===== config.mk =====
export PLATFORM = sky130hd
export DESIGN_NAME = qpu_exu_alu_rslt_buf
export DESIGN_NICKNAME = d
export VERILOG_FILES = /design/src/rtl/qpu_exu_alu_rslt_buf.sv
export SDC_FILE = /design/constraint.sdc
export NUM_CORES = 1
export LEC_CHECK = 0
export BUFFER_PORTS_ARGS = -buffer_cell sky130_fd_sc_hd__clkbuf_2
export CORE_ASPECT_RATIO = 0.75
export CORE_MARGIN = 3
export CORE_UTILIZATION = 50
export CTS_BUF_LIST = sky130_fd_sc_hd__clkbuf_8
export DETAILED_ROUTE_END_ITERATION = 7
export GPL_TIMING_DRIVEN = 0
export MAX_ROUTING_LAYER = met4
export PLACE_DENSITY_LB_ADDON = 0.3
export SYNTH_ARGS = -nofsm -noshare
export SYNTH_HDL_FRONTEND = slang
export SYNTH_SLANG_ARGS = --single-unit

===== constraint.sdc =====
create_clock -name clk -period 17.8 [get_ports clk]
set_clock_uncertainty 0.1 [all_clocks]
set_input_delay 3.56 -clock clk [delete_from_list [all_inputs] [get_ports clk]]
set_output_delay 3.56 -clock clk [all_outputs]
set_load 0.02 [all_outputs]

===== src/rtl/qpu_exu_alu_rslt_buf.sv =====
// ALU result FIFO feeding one commit and NWB write-back channels from its head; an entry is on the head outputs one cycle after push.
// i_ready = count < DEPTH; each channel handshakes alone, so a stalled channel holds only the head entry.
module qpu_exu_alu_rslt_buf #(
    parameter int NWB          = 4,
    parameter int DATA_W       = 32,
    parameter int PC_W         = 32,
    parameter int RFIDX_W      = 6,
    parameter int DEPTH        = 2,
    parameter int CMT_AFTER_WB = 0,
    localparam int CW          = $clog2(DEPTH + 1)
) (
    input  logic                  clk,
    input  logic                  rst,
    input  logic                  i_valid,
    output logic                  i_ready,
    input  logic [PC_W-1:0]       i_pc,
    input  logic [DATA_W-1:0]     i_imm,
    input  logic                  i_bjp,
    input  logic                  i_bjp_prdt,
    input  logic                  i_bjp_rslv,
    input  logic [NWB-1:0]        i_wb_need,
    input  logic [NWB*DATA_W-1:0] i_wb_data,
    input  logic [RFIDX_W-1:0]    i_rdidx,
    output logic                  cmt_o_valid,
    input  logic                  cmt_o_ready,
    output logic [PC_W-1:0]       cmt_o_pc,
    output logic [DATA_W-1:0]     cmt_o_imm,
    output logic                  cmt_o_bjp,
    output logic                  cmt_o_bjp_prdt,
    output logic                  cmt_o_bjp_rslv,
    output logic [NWB-1:0]        wbck_o_valid,
    input  logic [NWB-1:0]        wbck_o_ready,
    output logic [NWB*DATA_W-1:0] wbck_o_data,
    output logic [RFIDX_W-1:0]    wbck_o_rdidx,
    output logic [CW-1:0]         o_count,
    output logic                  o_empty
);
    localparam int PW = (DEPTH > 1) ? $clog2(DEPTH) : 1;

    typedef struct packed {
        logic [PC_W-1:0]       pc;
        logic [DATA_W-1:0]     imm;
        logic                  bjp;
        logic                  bjp_prdt;
        logic                  bjp_rslv;
        logic [NWB-1:0]        wb_need;
        logic [NWB*DATA_W-1:0] wb_data;
        logic [RFIDX_W-1:0]    rdidx;
    } ent_t;

    ent_t           ent_q [DEPTH];
    ent_t           ent_in;
    ent_t           head;
    logic [PW-1:0]  wr_ptr;
    logic [PW-1:0]  rd_ptr;
    logic [CW-1:0]  count;
    logic           cmt_done;
    logic [NWB-1:0] wb_done;
    logic           empty;
    logic           push;
    logic           pop;
    logic           cmt_fire;
    logic [NWB-1:0] wb_fire;
    logic [NWB-1:0] wb_pend;

    function automatic logic [PW-1:0] ptr_inc(input logic [PW-1:0] p);
        return (p == PW'(DEPTH - 1)) ? '0 : p + PW'(1);
    endfunction

    // Unneeded data slices are zeroed on the way in, so the head needs no output masking per channel.
    always_comb begin
        ent_in          = '0;
        ent_in.pc       = i_pc;
        ent_in.imm      = i_imm;
        ent_in.bjp      = i_bjp;
        ent_in.bjp_prdt = i_bjp_prdt;
        ent_in.bjp_rslv = i_bjp_rslv;
        ent_in.wb_need  = i_wb_need;
        ent_in.rdidx    = i_rdidx;
        for (int k = 0; k < NWB; k++) begin
            ent_in.wb_data[k*DATA_W +: DATA_W] = i_wb_need[k] ? i_wb_data[k*DATA_W +: DATA_W] : '0;
        end
    end

    assign empty   = (count == '0);
    assign i_ready = (count < CW'(DEPTH));
    assign push    = i_valid & i_ready;
    assign head    = empty ? '0 : ent_q[rd_ptr];

    assign wb_pend      = head.wb_need & ~wb_done;
    assign wbck_o_valid = wb_pend;
    assign cmt_o_valid  = ~empty & ~cmt_done & ((CMT_AFTER_WB == 0) || (wb_pend == '0));
    assign wb_fire      = wbck_o_valid & wbck_o_ready;
    assign cmt_fire     = cmt_o_valid & cmt_o_ready;
    assign pop          = ~empty & (cmt_fire | cmt_done) & ((head.wb_need & ~(wb_fire | wb_done)) == '0);

    assign cmt_o_pc       = head.pc;
    assign cmt_o_imm      = head.imm;
    assign cmt_o_bjp      = head.bjp;
    assign cmt_o_bjp_prdt = head.bjp_prdt;
    assign cmt_o_bjp_rslv = head.bjp_rslv;
    assign wbck_o_data    = head.wb_data;
    assign wbck_o_rdidx   = head.rdidx;
    assign o_count        = count;
    assign o_empty        = empty;

    always_ff @(posedge clk) begin
        if (push) begin
            ent_q[wr_ptr] <= ent_in;
        end
    end

    always_ff @(posedge clk) begin
        if (rst) begin
            wr_ptr   <= '0;
            rd_ptr   <= '0;
            count    <= '0;
            cmt_done <= 1'b0;
            wb_done  <= '0;
        end else begin
            if (push) begin
                wr_ptr <= ptr_inc(wr_ptr);
            end
            // Done bits track only the head, so they clear whenever it retires.
            if (pop) begin
                rd_ptr   <= ptr_inc(rd_ptr);
                cmt_done <= 1'b0;
                wb_done  <= '0;
            end else begin
                cmt_done <= cmt_done | cmt_fire;
                wb_done  <= wb_done | wb_fire;
            end
            if (push && !pop) begin
                count <= count + CW'(1);
            end else if (pop && !push) begin
                count <= count - CW'(1);
            end
        end
    end
endmodule


=== Word level (Yosys, flattened, before mapping) ===
Memory sizes are Yosys's and may differ from the RTL's. A register that Yosys moved wholly into a read port is not among the register bits.
Cells that the tools add are included.

* Memory bits (writable): 410
* Memories: 1
* Input port bits: 213
* Word-level logic and storage cells: 46
* Output and inout port bits: 210
* Bits in registers: 9

* Mux-type cells: 13
* Bitwise operators: 14
* Add/subtract/negate cells: 4
* Reduce and logical (&&, ||, !) cells: 8
* Magnitude comparators: 1

{| class="wikitable"
|+ Memories
! memory !! depth !! bits a word !! read ports !! clocked after memory_dff !! write ports !! line !! RTL
|-
| ent_q || 2 || 205 || 1 || 1 || 1 || 51 || <nowiki>ent_t ent_q [DEPTH];</nowiki>
|}

{| class="wikitable"
|+ Operators by type and width
! operator !! count
|-
| $mux W205 || 1
|-
| $mux W32 || 4
|-
| $and A4 B4 Y4 || 3
|-
| $not A4 Y4 || 2
|-
| $mux W1 || 6
|-
| $and A1 B1 Y1 || 5
|-
| $logic_not A4 Y1 || 1
|-
| $mux W2 || 2
|-
| $or A4 B4 Y4 || 1
|-
| $add A1 B1 Y1 const B || 2
|-
| $add A2 B1 Y2 const B || 1
|-
| $logic_and A1 B1 Y1 || 2
|-
| $logic_not A1 Y1 || 2
|-
| $logic_not A2 Y1 || 1
|-
| $lt A2 B2 Y1 const B || 1
|-
| $not A1 Y1 || 2
|-
| $reduce_bool A2 Y1 || 1
|-
| $reduce_or A2 Y1 || 1
|-
| $sub A2 B1 Y2 const B || 1
|-
| $or A1 B1 Y1 || 1
|}

=== Logic depth before layout (Yosys ltp) ===
* Depth after elaboration: 12
* Mapped depth: 8
* Mapped depth without buffers: 7

=== Worst setup path after synthesis ===
No wires, ideal clock.

* Kind: input-to-reg
* Start point: input port i_valid
* End point: memory ent_q[0][0] (netlist bit), enable pin
* Arrival: 12,818 ps
* Slack: 4,083 ps
* Data required time: 16,902 ps
* Buffers on the path: 0
* Cell stages on the path: 2
* Library setup time: 798 ps
* Path through: nor2b_1 -> nor2b_1

* Longest elaborated chain between the ends: 3

{| class="wikitable"
|+ Ends and longest elaborated chain
! item !! line !! RTL
|-
| start, declared || 14 || <nowiki>input logic i_valid,</nowiki>
|-
| $and A1 B1 Y1 || 87 || <nowiki>assign push = i_valid & i_ready;</nowiki>
|-
| $mux W1 || 108 || <nowiki>if (push) begin</nowiki>
|-
| $mux W1 (not written as such) || 109 || <nowiki>ent_q[wr_ptr] <= ent_in;</nowiki>
|-
| end, declared || 51 ||
|}

Every way passes these cells.

=== Worst setup path after layout ===
* Start point: register count[1], in the netlist o_count[1]
* End point: output port wbck_o_data[57]

* Longest elaborated chain between the ends: 2

{| class="wikitable"
|+ Ends and longest elaborated chain
! item !! line !! RTL
|-
| start, declared || 56 || <nowiki>logic [CW-1:0] count;</nowiki>
|-
| start signal, assigned || 134 || <nowiki>count <= count + CW'(1);</nowiki>
|-
| start signal, assigned || 136 || <nowiki>count <= count - CW'(1);</nowiki>
|-
| $logic_not A2 Y1 || 85 || <nowiki>assign empty = (count == '0);</nowiki>
|-
| $mux W205 || 88 || <nowiki>assign head = empty ? '0 : ent_q[rd_ptr];</nowiki>
|-
| end, declared || 33 || <nowiki>output logic [NWB*DATA_W-1:0] wbck_o_data,</nowiki>
|}

Every way passes these cells.

==> Flow_metrics.wiki <==
{| class="wikitable"
! Metric !! Value
|-
| Status || completed
|-
| Drt drc || 0
|-
| Least-Margin Pin Slew || 0.9341 ns
|-
| Vias in the first global route || 10,230
|-
| Total congestion overflow after global routing || 0
|-
| Proportion of netlist area held by the largest area contributor || 74.07%
|-
| Unrepaired setup endpoints after global routing || no
|-
| Post-Synthesis Cell Area || 16,620 sq um
|-
| Critical Path Max Stage Delay || 0.63 ns
|-
| Maximum vdd ir drop || 0.1013 mV
|-
| Setup WS post-layout || 11.14 ns
|-
| Number of rows in the core area || 57
|-
| Global-route wire length before repair || 56,660 microns
|-
| Post-DP HPWL || 26,600 microns
|-
| Most frequently used flop master after synthesis || sky130_fd_sc_hd__edfxtp_1
|-
| Count of warnings emitted by yosys || 0
|-
| HP Class || reg2reg
|-
| Largest delay share family, worst path || buffers and inverters
|-
| Setup Slack @ Placement || 11.64 ns
|-
| H-Tree Depth || 2
|-
| Count of pins over their slew limit || 0
|-
| Fmax || 0.1501 GHz
|-
| Die Footprint || 35,490 sq um
|-
| Routability congestion estimate || 0.8185
|-
| Largest net degree at the start of global routing || 65
|-
| Area of the core || 32,590 sq um
|-
| Post-Route Setup TNS || 0 ns
|-
| Buffer levels on the longest clock path || 3
|-
| Detailed Route WL || 37,650 microns
|-
| Post-detailed-route wirelength per cell || 18.47 microns
|-
| Post-CTS resize count || 0
|-
| Pleak || 7.939 nW
|-
| Kind of start point of the critical path || flip-flop
|-
| Number of port buffers || 422
|-
| Synthesis-stage register bit count || 420
|-
| Finish-stage setup viols || 0
|-
| Initial standard-cell utilization of the core || 51.00%
|-
| Crit path buffers/inverters || 4
|-
| Number of nets with antenna violations after routing || 0
|-
| Share of synthesized area occupied by flip-flops and latches || 75.28%
|-
| Worst skew pair latency || 0.60 ns
|-
| Share of the cycle needed by the critical path after routing || 37.44%
|-
| Number of hold-slack violations in the final timing report || 0
|-
| Mapped Nets || 1,268
|-
| Max FO, Critical Path || 10
|-
| CTS tree || built
|-
| Fraction of registers with async set or reset after synthesis || 0%
|-
| Num ports || 423
|-
| Worst-path cell chain || nor2_1, buf_2, clkbuf_1, clkbuf_1, nor2_1, clkbuf_2
|-
| Syn-to-layout area delta || 24.14%
|-
| Clock buffers created by TritonCTS || 61
|-
| Synthesized area per cell || 15.77 sq um
|-
| Arrival time of data at the critical path endpoint || 3.00 ns
|-
| DIE WIDTH || 216.5 microns
|-
| Ranking of synthesized cells by area || sky130_fd_sc_hd__edfxtp_1 (74%), sky130_fd_sc_hd__mux2i_1 (12%), sky130_fd_sc_hd__and2_1 (4.9%), sky130_fd_sc_hd__nor2_1 (4.7%), sky130_fd_sc_hd__dfxtp_1 (1.2%)
|-
| Critical path class || reg2out
|-
| Critical path endpoint category || output port
|-
| Number of vias per cell after detailed routing || 4.992
|-
| Most used standard cells in the synthesized netlist || sky130_fd_sc_hd__edfxtp_1 (410), sky130_fd_sc_hd__nor2_1 (210), sky130_fd_sc_hd__mux2i_1 (205), sky130_fd_sc_hd__and2_1 (129), sky130_fd_sc_hd__clkbuf_1 (35)
|-
| Global router's overall resource usage || 21.35%
|-
| Data required time at the worst endpoint || 14.14 ns
|-
| Unique cell type count in the Yosys netlist || 24
|-
| Overall via count from detail_route || 10,170
|-
| Top-count cell post-synth || sky130_fd_sc_hd__edfxtp_1
|-
| Nets || 1,763
|-
| CTS clock-pin slew for the worst setup and hold paths || 0.06 ns
|-
| Layout cells sized above 1 || 33.23%
|-
| Power density cells || 157.2 nW/um^2
|-
| Critical-path cell with the highest stage delay || sky130_fd_sc_hd__clkbuf_1
|-
| Max-Slew Margin vs Limit || 36.92%
|-
| Initial DRC Count || 619
|-
| Top cell type by total area after synthesis || sky130_fd_sc_hd__edfxtp_1
|-
| Final critical delay including setup and external delays || 6.664 ns
|-
| Root buf cell || sky130_fd_sc_hd__clkbuf_8
|-
| Count of TritonRoute iterations in the first routing pass || 5
|-
| Die boundary height || 163.9 microns
|-
| Number of clock sinks || 420
|-
| Setup Buffers After CTS || 0
|-
| Count of maximum capacitance violations || 0
|-
| Mapped Cells || 1,054
|-
| Post-synth EDFFs || 410
|-
| Initial antenna violation count || 3
|-
| Smallest hold slack || 0.4051 ns
|-
| Hold-fix buffers at CTS || 0
|}
power breakdown:
group / total, W / internal (W) / leakage [nW] / switching (W)
clock: 0.000695 / 0.000352 / 0.628 / 0.000343
combinational: 0.00124 / 0.000385 / 3.35 / 0.000854
sequential: 0.00131 / 0.00127 / 3.96 / 0.0000389
tightest hold or removal path, cell delays in order (launching register included):
cell	delay (ns)
sky130_fd_sc_hd__dfxtp_1	0.35
sky130_fd_sc_hd__a21oi_1	0.05
sky130_fd_sc_hd__nor2_1	0.07
cells by family after synthesis:
logic type	synth area share (%)
simple gates	10.04
xor+xnor	0.1581
flops	75.28
compound gates	0.3915
buf+inv	1.573
fa+ha+maj	0.07527
mux	12.48
layout by cell type (no fill, tap or decap), types with 5 or more instances in the layout:
master / count
sky130_fd_sc_hd__clkbuf_1: 35
sky130_fd_sc_hd__edfxtp_1: 410
sky130_fd_sc_hd__nor2_1: 210
sky130_fd_sc_hd__clkinv_1: 14
sky130_fd_sc_hd__nor3_1: 5
sky130_fd_sc_hd__clkbuf_2: 422
sky130_fd_sc_hd__inv_1: 22
sky130_fd_sc_hd__clkbuf_8: 66
sky130_fd_sc_hd__buf_2: 20
sky130_fd_sc_hd__a21oi_1: 6
sky130_fd_sc_hd__mux2i_1: 205
sky130_fd_sc_hd__and2_1: 128
sky130_fd_sc_hd__buf_12: 6
sky130_fd_sc_hd__dfxtp_1: 10
final timing paths:
| kind | startpoint | endpoint | slack [ns] | depth (start not counted) |
|---|---|---|---|---|
| hold / removal | wb_done[2] | wb_done[2] | 0.41 | 2 |
| hold reg to reg | wb_done[2] | wb_done[2] | 0.41 | 2 |
| setup reg to reg | o_count[1] | ent_q[0][143] | 14.98 | 6 |
| setup / recovery | o_count[1] | wbck_o_data[57] | 11.14 | 6 |
flip-flops by register name, summed over array words and instances (netlist names), named ones only:
name and count:
o_count 2, wb_done 4, rd_ptr 1, cmt_done 1
wr_ptr 1, ent_q 410
through the flow:
step                area [sq um]  power (W)  util (%)  cells
finish                     20630   0.003244     63.31   2038
floorplan                  16620   0.002156         -   1054
global route               20630   0.003421     63.30   2037
detailed placement         19530   0.002585     59.91   1928
CTS                        20620   0.003285     63.28   2034
global placement           19290   0.002628     59.17   1918
area by class of cell:
type,count,area [sq um]
inverters,3,11.26
well taps,442,553.0
clock inverters,40,188.9
clock buffers,66,908.4
flip-flops and latches,420,12510
diodes,4,10.01
multi-input cells,573,3857
plain buffers,58,250.2
repair buffers,432,2342
fillers,2474,11960
routing by layer:
metal	up-vias	wire [microns]	global-route usage, %	part of all wire, %
met3	55	3006	5.881	8.0
met2	363	18690	34.50	50
met5	-	0	-	0
met4	0	816	6.442	2.2
li1	4823	-	-	-
met1	4933	15140	26.70	40
(Power assumes the default switching activity.)
